<file path="src/rtl/hpdcache_pkg.sv">
// Shared HPDcache types and defaults used by the transaction-ID allocator.
package hpdcache_pkg;

  localparam int HPDCACHE_TID_ALLOC_NREQ = 2;
  localparam int HPDCACHE_TID_ALLOC_NID  = 8;
  localparam int HPDCACHE_TID_W          = $clog2(HPDCACHE_TID_ALLOC_NID);

  typedef logic [HPDCACHE_TID_W-1:0] hpdcache_tid_t;

endpackage

</file>
<file path="src/rtl/hpdcache_tid_alloc_if.sv">
// Allocation/release bundle between requesters, the response demux and the TID allocator.
// Handshake: a grant is a one-cycle accept of alloc_req_i (no ready, no locking);
// free_valid_i is always accepted the cycle it is high.
interface hpdcache_tid_alloc_if #(
  parameter int N_REQ = 2,
  parameter int N_ID  = 8
);
  localparam int ID_W  = $clog2(N_ID);
  localparam int CNT_W = $clog2(N_ID + 1);

  logic [N_REQ-1:0] alloc_req_i;
  logic [N_REQ-1:0] alloc_gnt_o;
  logic [ID_W-1:0]  alloc_id_o;
  logic             free_valid_i;
  logic [ID_W-1:0]  free_id_i;
  logic [CNT_W-1:0] free_count_o;
  logic             empty_o;
  logic             error_o;

  modport master (
    output alloc_req_i, free_valid_i, free_id_i,
    input  alloc_gnt_o, alloc_id_o, free_count_o, empty_o, error_o
  );

  modport slave (
    input  alloc_req_i, free_valid_i, free_id_i,
    output alloc_gnt_o, alloc_id_o, free_count_o, empty_o, error_o
  );
endinterface

</file>
<file path="src/rtl/hpdcache_tid_rr_arb.sv">
// Round-robin arbiter for TID allocation: one-hot grant, registered priority pointer.
module hpdcache_tid_rr_arb #(
  parameter int N_REQ = 2
) (
  input  logic             clk_i,
  input  logic             rst_i,
  input  logic [N_REQ-1:0] req_i,
  input  logic             en_i,
  output logic [N_REQ-1:0] gnt_o
);
  localparam int PTR_W = (N_REQ > 1) ? $clog2(N_REQ) : 1;

  logic [PTR_W-1:0]   ptr_q;
  logic [PTR_W-1:0]   win;
  logic [PTR_W:0]     sum;
  logic [2*N_REQ-1:0] req_dbl;
  logic               hit;

  // Rotate requests so bit 0 is the current highest-priority requester.
  always_comb begin
    req_dbl = {req_i, req_i} >> ptr_q;
    hit     = 1'b0;
    win     = '0;
    sum     = '0;
    for (int i = 0; i < N_REQ; i++) begin
      if (!hit && en_i && req_dbl[i]) begin
        hit = 1'b1;
        sum = {1'b0, ptr_q} + (PTR_W+1)'(i);
        if (sum >= (PTR_W+1)'(N_REQ)) sum = sum - (PTR_W+1)'(N_REQ);
        win = sum[PTR_W-1:0];
      end
    end
    for (int k = 0; k < N_REQ; k++) begin
      gnt_o[k] = hit && (win == PTR_W'(k));
    end
  end

  always_ff @(posedge clk_i) begin
    if (rst_i) begin
      ptr_q <= '0;
    end else if (hit) begin
      ptr_q <= (win == PTR_W'(N_REQ - 1)) ? '0 : win + PTR_W'(1);
    end
  end
endmodule

</file>
<file path="src/rtl/hpdcache_tid_alloc.sv">
// HPDcache transaction-ID allocator: circular free list shared by round-robin requesters.
// Optional release checking with HPDCACHE_TID_ALLOC_CHECK_EN (outstanding bitmap, sticky error_o).
module hpdcache_tid_alloc
  import hpdcache_pkg::*;
#(
  parameter int N_REQ = HPDCACHE_TID_ALLOC_NREQ,
  parameter int N_ID  = HPDCACHE_TID_ALLOC_NID,
  localparam int ID_W  = $clog2(N_ID),
  localparam int CNT_W = $clog2(N_ID + 1)
) (
  input  logic                clk_i,
  input  logic                rst_i,
  hpdcache_tid_alloc_if.slave bus
);
  logic [ID_W-1:0]  list_q [N_ID];
  logic [ID_W-1:0]  rptr_q;
  logic [ID_W-1:0]  wptr_q;
  logic [CNT_W-1:0] count_q;
  logic [N_REQ-1:0] gnt;
  logic             empty;
  logic             alloc;
  logic             push;

  assign empty = (count_q == '0);

  hpdcache_tid_rr_arb #(.N_REQ(N_REQ)) u_arb (
    .clk_i (clk_i),
    .rst_i (rst_i),
    .req_i (bus.alloc_req_i),
    .en_i  (!empty && !rst_i),
    .gnt_o (gnt)
  );

  assign alloc            = |gnt;
  assign bus.alloc_gnt_o  = gnt;
  assign bus.alloc_id_o   = list_q[rptr_q];
  assign bus.free_count_o = count_q;
  assign bus.empty_o      = empty;

`ifdef HPDCACHE_TID_ALLOC_CHECK_EN
  logic [N_ID-1:0] outst_q;
  logic            err_q;
  logic            bad_free;

  // A release is illegal if the ID is not outstanding or the list is already full.
  assign bad_free    = bus.free_valid_i &&
                       (!outst_q[bus.free_id_i] || count_q == CNT_W'(N_ID));
  assign push        = bus.free_valid_i && !bad_free && !rst_i;
  assign bus.error_o = err_q;

  always_ff @(posedge clk_i) begin
    if (rst_i) begin
      outst_q <= '0;
      err_q   <= 1'b0;
    end else begin
      if (alloc) outst_q[list_q[rptr_q]] <= 1'b1;
      if (push)  outst_q[bus.free_id_i] <= 1'b0;
      if (bad_free) err_q <= 1'b1;
    end
  end

  always_ff @(posedge clk_i) begin
    if (!rst_i) begin
      assert ($onehot0(gnt));
      assert (count_q <= CNT_W'(N_ID));
    end
  end
`else
  assign push        = bus.free_valid_i && !rst_i;
  assign bus.error_o = 1'b0;
`endif

  always_ff @(posedge clk_i) begin
    if (rst_i) begin
      for (int i = 0; i < N_ID; i++) list_q[i] <= ID_W'(i);
      rptr_q  <= '0;
      wptr_q  <= '0;
      count_q <= CNT_W'(N_ID);
    end else begin
      if (alloc) rptr_q <= rptr_q + ID_W'(1);
      if (push) begin
        list_q[wptr_q] <= bus.free_id_i;
        wptr_q         <= wptr_q + ID_W'(1);
      end
      case ({alloc, push})
        2'b10:   count_q <= count_q - CNT_W'(1);
        2'b01:   count_q <= count_q + CNT_W'(1);
        default: count_q <= count_q;
      endcase
    end
  end
endmodule

</file>
<file path="src/flat_wrapper.sv">
// flat-port wrapper written by rule: the top's interface ports become plain ports
module hpdcache_tid_alloc_flat import hpdcache_pkg::*;
#(
  parameter int N_REQ = HPDCACHE_TID_ALLOC_NREQ,
  parameter int N_ID  = HPDCACHE_TID_ALLOC_NID,
  localparam int ID_W  = $clog2(N_ID),
  localparam int CNT_W = $clog2(N_ID + 1)
)
  (clk_i, rst_i, bus_alloc_req_i, bus_free_valid_i, bus_free_id_i, bus_alloc_gnt_o, bus_alloc_id_o, bus_free_count_o, bus_empty_o, bus_error_o);
  hpdcache_tid_alloc_if #(.N_REQ(N_REQ), .N_ID(N_ID)) bus_i ();
  input  logic clk_i;
  input  logic rst_i;
  input wire logic [$bits(bus_i.alloc_req_i)-1:0] bus_alloc_req_i;
  input wire logic [$bits(bus_i.free_valid_i)-1:0] bus_free_valid_i;
  input wire logic [$bits(bus_i.free_id_i)-1:0] bus_free_id_i;
  output wire logic [$bits(bus_i.alloc_gnt_o)-1:0] bus_alloc_gnt_o;
  output wire logic [$bits(bus_i.alloc_id_o)-1:0] bus_alloc_id_o;
  output wire logic [$bits(bus_i.free_count_o)-1:0] bus_free_count_o;
  output wire logic [$bits(bus_i.empty_o)-1:0] bus_empty_o;
  output wire logic [$bits(bus_i.error_o)-1:0] bus_error_o;
  assign bus_i.alloc_req_i = bus_alloc_req_i;
  assign bus_i.free_valid_i = bus_free_valid_i;
  assign bus_i.free_id_i = bus_free_id_i;
  assign bus_alloc_gnt_o = bus_i.alloc_gnt_o;
  assign bus_alloc_id_o = bus_i.alloc_id_o;
  assign bus_free_count_o = bus_i.free_count_o;
  assign bus_empty_o = bus_i.empty_o;
  assign bus_error_o = bus_i.error_o;
  hpdcache_tid_alloc #(.N_REQ(N_REQ), .N_ID(N_ID)) u_core (.clk_i(clk_i), .rst_i(rst_i), .bus(bus_i));
endmodule
</file>
<file path="config.mk">
export PLATFORM = sky130hd
export DESIGN_NAME = hpdcache_tid_alloc_flat
export DESIGN_NICKNAME = d
export VERILOG_FILES = /design/src/rtl/hpdcache_pkg.sv /design/src/rtl/hpdcache_tid_alloc_if.sv /design/src/rtl/hpdcache_tid_rr_arb.sv /design/src/rtl/hpdcache_tid_alloc.sv /design/src/flat_wrapper.sv
export SDC_FILE = /design/constraint.sdc
export NUM_CORES = 1
export LEC_CHECK = 0
export ABC_AREA = 1
export BUFFER_PORTS_ARGS = -buffer_cell sky130_fd_sc_hd__buf_2
export CAP_MARGIN = 5
export CORE_MARGIN = 3
export CORE_UTILIZATION = 63
export DETAILED_ROUTE_END_ITERATION = 8
export PLACE_DENSITY = 0.9
export SLEW_MARGIN = 20
export SYNTH_ARGS = -nofsm -noshare
export SYNTH_HDL_FRONTEND = slang
export SYNTH_HIERARCHICAL = 1
export SYNTH_SLANG_ARGS = --single-unit
</file>
<file path="constraint.sdc">
create_clock -name clk_i -period 5.83 [get_ports clk_i]
set_input_delay 0.8745 -clock clk_i [delete_from_list [all_inputs] [get_ports clk_i]]
set_output_delay 0.8745 -clock clk_i [all_outputs]
set_load 0.05 [all_outputs]
</file>
==> flow_metrics.tcl, run 1 <==
set metrics [dict create \
    r2r_slack_ns 3.22 \
    status "finished clean" \
    syn_inst 248 \
    grt_pass1_wl_um 6290 \
    postCtsSetupRepairBufs 0 \
    crit_arrival_ns 1.91 \
    worst_clock_skew_ns 0.0148 \
    routed_wl_um 3800 \
    max-vdd-ir-drop_mv 0.304 \
    timing.setup.tns_ns 0 \
    grt_max_degree 25 \
    min-delay-path-class "register to register" \
    grt_pass1_vias 1447 \
    wire_per_inst_um 12.3 \
    worst_pin_slew_ns 0.712 \
    rsz0062_at_grt "false" \
    detail-route-antenna-nets 0 \
    synthesis.area_um2 1980 \
    fillers 212 \
    finalSetupViolations 0 \
    cts_made_buffers 5 \
    start_kind "register" \
    r2r_cells 15 \
    clkTransAtPathRegs_ns 0.12 \
    clock_latency_ns 0.35 \
    dp_hpwl_um 2740 \
    antenna_found_initial 0 \
    cts_tree "built" \
    clkSinkCount 38 \
    die_y_um 62.1 \
    track_usage 0.231 \
    r2r-start "u_core/bus.free_count_o[0]" \
    start_util 0.688 \
    clock_tree.root_cell "clkbuf_4" \
    antenna_cells 0 \
    vias_per_cell 5.08 \
    clock_path_buffers 2 \
    fin_crit_ns 2.79 \
    crit_type "register to output port" \
    core_um2 2880 \
    num_rows 19 \
    drive_above_1_share 0.153 \
    hold_end "u_core/rptr_q[0]" \
    leakage_nw 1.06 \
    rr_endpoint "u_core/bus.free_count_o[3]" \
    seq_area_frac_synth 0.506 \
    ys_warn_count 6 \
    holdPathStages 1 \
    ys_ff_latch 38 \
    path_max_fanout 24 \
    required_ns 4.96 \
    io_buffers 17 \
    dr.pass1.iters 5 \
    fin_crit_sh 0.478 \
    postCtsHoldBufs 0 \
    grt.overflow.total 0 \
    drv_cap 0 \
    area_delta_synth_final_pct 10.6 \
    finalWeightedCongestion 0.791 \
    die_w_um 62.1 \
    p_per_area_nw_per_um2 342 \
    ys_types 26 \
    fin_nets 281 \
    fmax_mhz 359 \
    hold_viol 0 \
    drt_iter0_drc 97 \
    hp-start "u_core/rptr_q[0]" \
    end_kind "output port" \
    htree_levels 2 \
    relSlewSlack 0.525 \
    die_area_um2 3850 \
    synth_fp_nets 262 \
    io_pins 19 \
    cts_resized 0 \
    avgSynthCellArea_um2 7.98 \
    slew_viol_final 0 \
    num_vias 1574 \
    drc_errors 0 \
    fin_util 0.761 \
]
-- layout make-up --
class	count	area (um2)	area share
inverters	40	155	0.0709
clock buffers	6	62.6	0.0286
repair buffers	17	85.1	0.0389
well taps	42	52.6	0.0240
flip-flops and latches	38	1000	0.457
multi-input cells	165	793	0.362
clock inverters	2	38.8	0.0177
-- flip-flops by register name, summed over array words and instances (netlist names), named ones only --
name and flops:
u_core/wptr_q 3, u_core/list_q 24, u_core/u_arb/ptr_q 1, u_core/rptr_q 3, u_core/bus.free_count_o 4
-- placed cells by master (no fill, tap or decap), types with 2 or more instances in the layout --
master | netlist | routed
ha_1 | 5 | 5
inv_1 | 37 | 37
inv_4 | 2 | 2
nand2_1 | 72 | 72
nand3_1 | 7 | 7
dfxtp_1 | 14 | 14
clkbuf_4 | 0 | 5
nor3_1 | 2 | 2
edfxtp_1 | 24 | 24
nor2_4 | 3 | 3
o21ai_0 | 7 | 7
a21oi_1 | 6 | 6
nor2_1 | 47 | 47
buf_2 | 3 | 17
nand2_2 | 6 | 6
-- cell usage after synthesis --
master     n  area [um2]
a211oi_1   1        7.51
a21oi_1    6        30.0
a21oi_2    1        8.76
buf_2      3        15.0
buf_4      2        15.0
conb_1     1        3.75
dfxtp_1   14         280
edfxtp_1  24         721
fa_1       1        20.0
ha_1       5        62.6
inv_1     37         139
inv_2      1        3.75
inv_4      2        12.5
nand2_1   72         270
nand2_2    6        37.5
nand3_1    7        35.0
nor2_1    47         176
nor2_4     3        33.8
nor2_8     1        20.0
nor3_1     2        10.0
nor3_4     1        16.3
nor4_1     1        6.26
o21ai_0    7        35.0
o21ai_1    1        5.00
or2_2      1        6.26
xor2_1     1        8.76
-- worst max path at each step --
stage	start	end	slack, ns	depth (start not counted)
floorplan	u_core/bus.free_count_o[0]	u_core/bus.free_count_o[3]	1.47	16
global placement	rst_i	u_core/bus.free_count_o[3]	2.91	16
detailed placement	rst_i	u_core/bus.free_count_o[3]	2.83	16
CTS	register	bus_alloc_id_o[0]	3.03	7
global route	register	bus_alloc_id_o[0]	2.82	7
finish	register	bus_alloc_id_o[0]	3.04	7
-- metrics by stage --
step	hold WS, ns	instance area (um2)	worst slack (ns)	total power [mW]	instances
2_1_floorplan	0.448	1980	1.47	0.502	248
3_3_place_gp	0.460	2090	2.91	0.539	302
3_5_place_dp	0.477	2090	2.83	0.546	302
4_1_cts	0.505	2190	3.03	0.752	310
5_1_grt	0.515	2190	2.82	0.791	310
6_report	0.506	2190	3.04	0.750	310
-- report_power, final --
group / switching (mW) / internal, mW / leakage (nW)
clock network: 0.0914 / 0.117 / 0.0536
registers: 0.0273 / 0.306 / 0.324
logic: 0.149 / 0.0590 / 0.680
-- layer usage --
layer	share of wire	GRT usage	up-vias
li1	-	-	802
met1	0.42	0.276	719
met2	0.50	0.399	49
met3	0.066	0.0579	4
met4	0.012	0.0879	0
met5	0	0	-
-- critical path, cell delays in order (launching register included) --
cell     delay [ns]
dfxtp_1        0.80
nor2_1         0.12
nor2_1         0.13
nand2_1        0.07
nand2_1        0.06
nand2_1        0.05
nand2_1        0.06
buf_2          0.25
-- cells by family (layout without fill, tap and decap cells) --
family / count (synthesis) / in the layout / share of synthesized area
compound gates: 16 / 16 / 0.0436
xor+xnor: 1 / 1 / 0.00443
fa+ha+maj: 6 / 6 / 0.0417
buf+inv: 45 / 65 / 0.0935
flops: 38 / 38 / 0.506
other cells: 1 / 1 / 0.00189
simple gates: 141 / 141 / 0.309
Note: power is estimated with default switching activity, not from simulation.
==> run 2, diff against run 1 <==
- CORE_UTILIZATION: 63 -> 58
- PLACE_DENSITY: 0.9 -> 0.84
- clock period: 5.83 -> 2.75 ns (I/O delays scaled with it)
==> run 2 against run 1 <==
Compared with the run above: register-to-register slack got worse by 2.7 ns; sequential power is 120% higher; combinational power is 130% higher; sequential share of layout area decreased by 0.68 points; final area grew 2.5%; core utilization shrank 4.9 points; first-iteration DRC count shrank 35%; flip-flop and latch count is the same; clock skew decreased by 0.0097 ns; critical path type is now register to register; die area rose by 7.8%.
==> flow_metrics.tcl, run 2 (synthesis results as in run 1) <==
set metrics [dict create \
    postCtsHoldBufs 0 \
    drv_cap 0 \
    path_max_fanout 4 \
    grt_pass1_wl_um 6380 \
    hold_viol 0 \
    end_kind "register" \
    fin_crit_ns 2.24 \
    dp_slack_ns 0.472 \
    p_per_area_nw_per_um2 697 \
    place_inst 305 \
    antenna_found_initial 0 \
    rsz0062_at_grt "false" \
    power.share.clock 0.235 \
    drc_errors 0 \
    grt.overflow.total 0 \
    slew_viol_final 0 \
    area_delta_synth_final_pct 13.3 \
    postCtsSetupRepairBufs 0 \
    clock_latency_ns 0.35 \
    track_usage 0.201 \
    finalNonFillerCells 313 \
    dr.pass1.iters 4 \
    num_rows 20 \
    htree_levels 2 \
    start_util 0.628 \
    crit_type "register to register" \
    die_area_um2 4150 \
    clock_path_buffers 2 \
    worst_clock_skew_ns 0.00505 \
    crit_path_cell_trace "nor4_4 > nor2_1 > nand2_2 > nand2_1 > nand2_2 > clkinvlp_4 > nor2_4 > ha_4 > inv_4 > ha_4 > or2_4 > nand2_1 > nand2_1 > nand3_1 > nand2_1" \
    crit_arrival_ns 2.49 \
    antenna_cells 0 \
    p_comb_frac 0.303 \
    clock_tree.root_cell "clkbuf_4" \
    drt_iter0_drc 63 \
    cp_common_cell "nand2_1" \
    cts_resized 0 \
    fin_crit_sh 0.814 \
    clkTransAtPathRegs_ns 0.11 \
    detail-route-antenna-nets 0 \
    net-switching-power_mw 0.571 \
    grt_max_degree 21 \
    power_frac_seq 0.462 \
    layout.cells.most_common "nand2_1" \
    slowest_delay_ns 0.39 \
    clkSinkCount 38 \
    die_y_um 64.4 \
    holdWs_ns 0.333 \
    cts_made_buffers 5 \
    dp_hpwl_um 2790 \
    p_sw_frac 0.365 \
    p_int_mw 0.992 \
    min-delay-path-class "input port to register" \
    start_kind "register" \
    cts_tree "built" \
    regMostFlops "u_core/list_q" \
    fin_nets 282 \
    slowest_stage "dfxtp_4" \
    finalWeightedCongestion 0.856 \
    finalSetupViolations 0 \
    relSlewSlack 0.612 \
    fin_ws_ns 0.512 \
    core_um2 3150 \
    max-vdd-ir-drop_mv 0.686 \
    grt_pass1_vias 1442 \
    routed_wl_um 3630 \
    wire_per_inst_um 11.6 \
    leakage_nw 1.05 \
    num_vias 1504 \
    vias_per_cell 4.81 \
    largest_register_ff_count 24 \
    io_buffers 17 \
    die_w_um 64.4 \
    drive_above_1_share 0.197 \
    fmax_mhz 447 \
    status "finished clean" \
    io_pins 19 \
    required_ns 3.00 \
    layout_common_cells "nand2_1, nor2_1, inv_1" \
    worst_pin_slew_ns 0.581 \
]
==> run 2: final cells by class <==
class                      count  area, um2
sequential                    38       1010
fill                         266        910
multi-input combinational    165        846
inverter                      40        161
timing repair buffer          18       92.6
tap                           44       55.1
clock inverter                 3       40.0
clock buffer                   5       37.5
==> run 2: critical path: cells and delay by family (launching register included) <==
family / cells / cell delay (ns)
buffers and inverters: 2 / 0.16
DFF: 1 / 0.39
and+or+nand+nor: 11 / 1.25
adders and majority gates: 2 / 0.37
==> run 2: layer usage <==
layer | part of all wire | up-vias | track usage
met2 | 0.50 | 36 | 0.356
met1 | 0.44 | 657 | 0.246
met5 | 0 | - | 0
met4 | 0.013 | 0 | 0.0792
met3 | 0.042 | 6 | 0.0312
li1 | - | 805 | -
==> run 2: power by group through the flow <==
| stage | clock network, mW | registers, mW | logic (mW) |
|---|---|---|---|
| 6_report | 0.368 | 0.722 | 0.474 |
| 5_1_grt | 0.395 | 0.732 | 0.529 |
| 3_5_place_dp | 0 | 0.736 | 0.472 |
| 4_1_cts | 0.367 | 0.723 | 0.475 |
| 3_3_place_gp | 0 | 0.733 | 0.462 |
| 2_1_floorplan | 0 | 0.766 | 0.342 |
==> run 2: stage by stage <==
stage	total power, mW	util	setup TNS, ns	area, um2
2_1_floorplan	1.11	-	-0.563	2050
3_3_place_gp	1.20	0.687	0	2170
3_5_place_dp	1.21	0.687	0	2170
4_1_cts	1.57	0.712	0	2240
5_1_grt	1.66	0.712	0	2240
6_report	1.56	0.712	0	2240
==> run 2: worst paths after layout <==
check / start / cells past startpoint / end / slack, ns
worst max register to register: u_core/bus.free_count_o[2] / 15 / u_core/bus.free_count_o[3] / 0.51
worst min register to register: u_core/rptr_q[0] / 1 / register / 0.50
worst max-delay path: u_core/bus.free_count_o[2] / 15 / u_core/bus.free_count_o[3] / 0.51
worst min-delay path: bus_free_valid_i / 3 / u_core/wptr_q[2] / 0.33
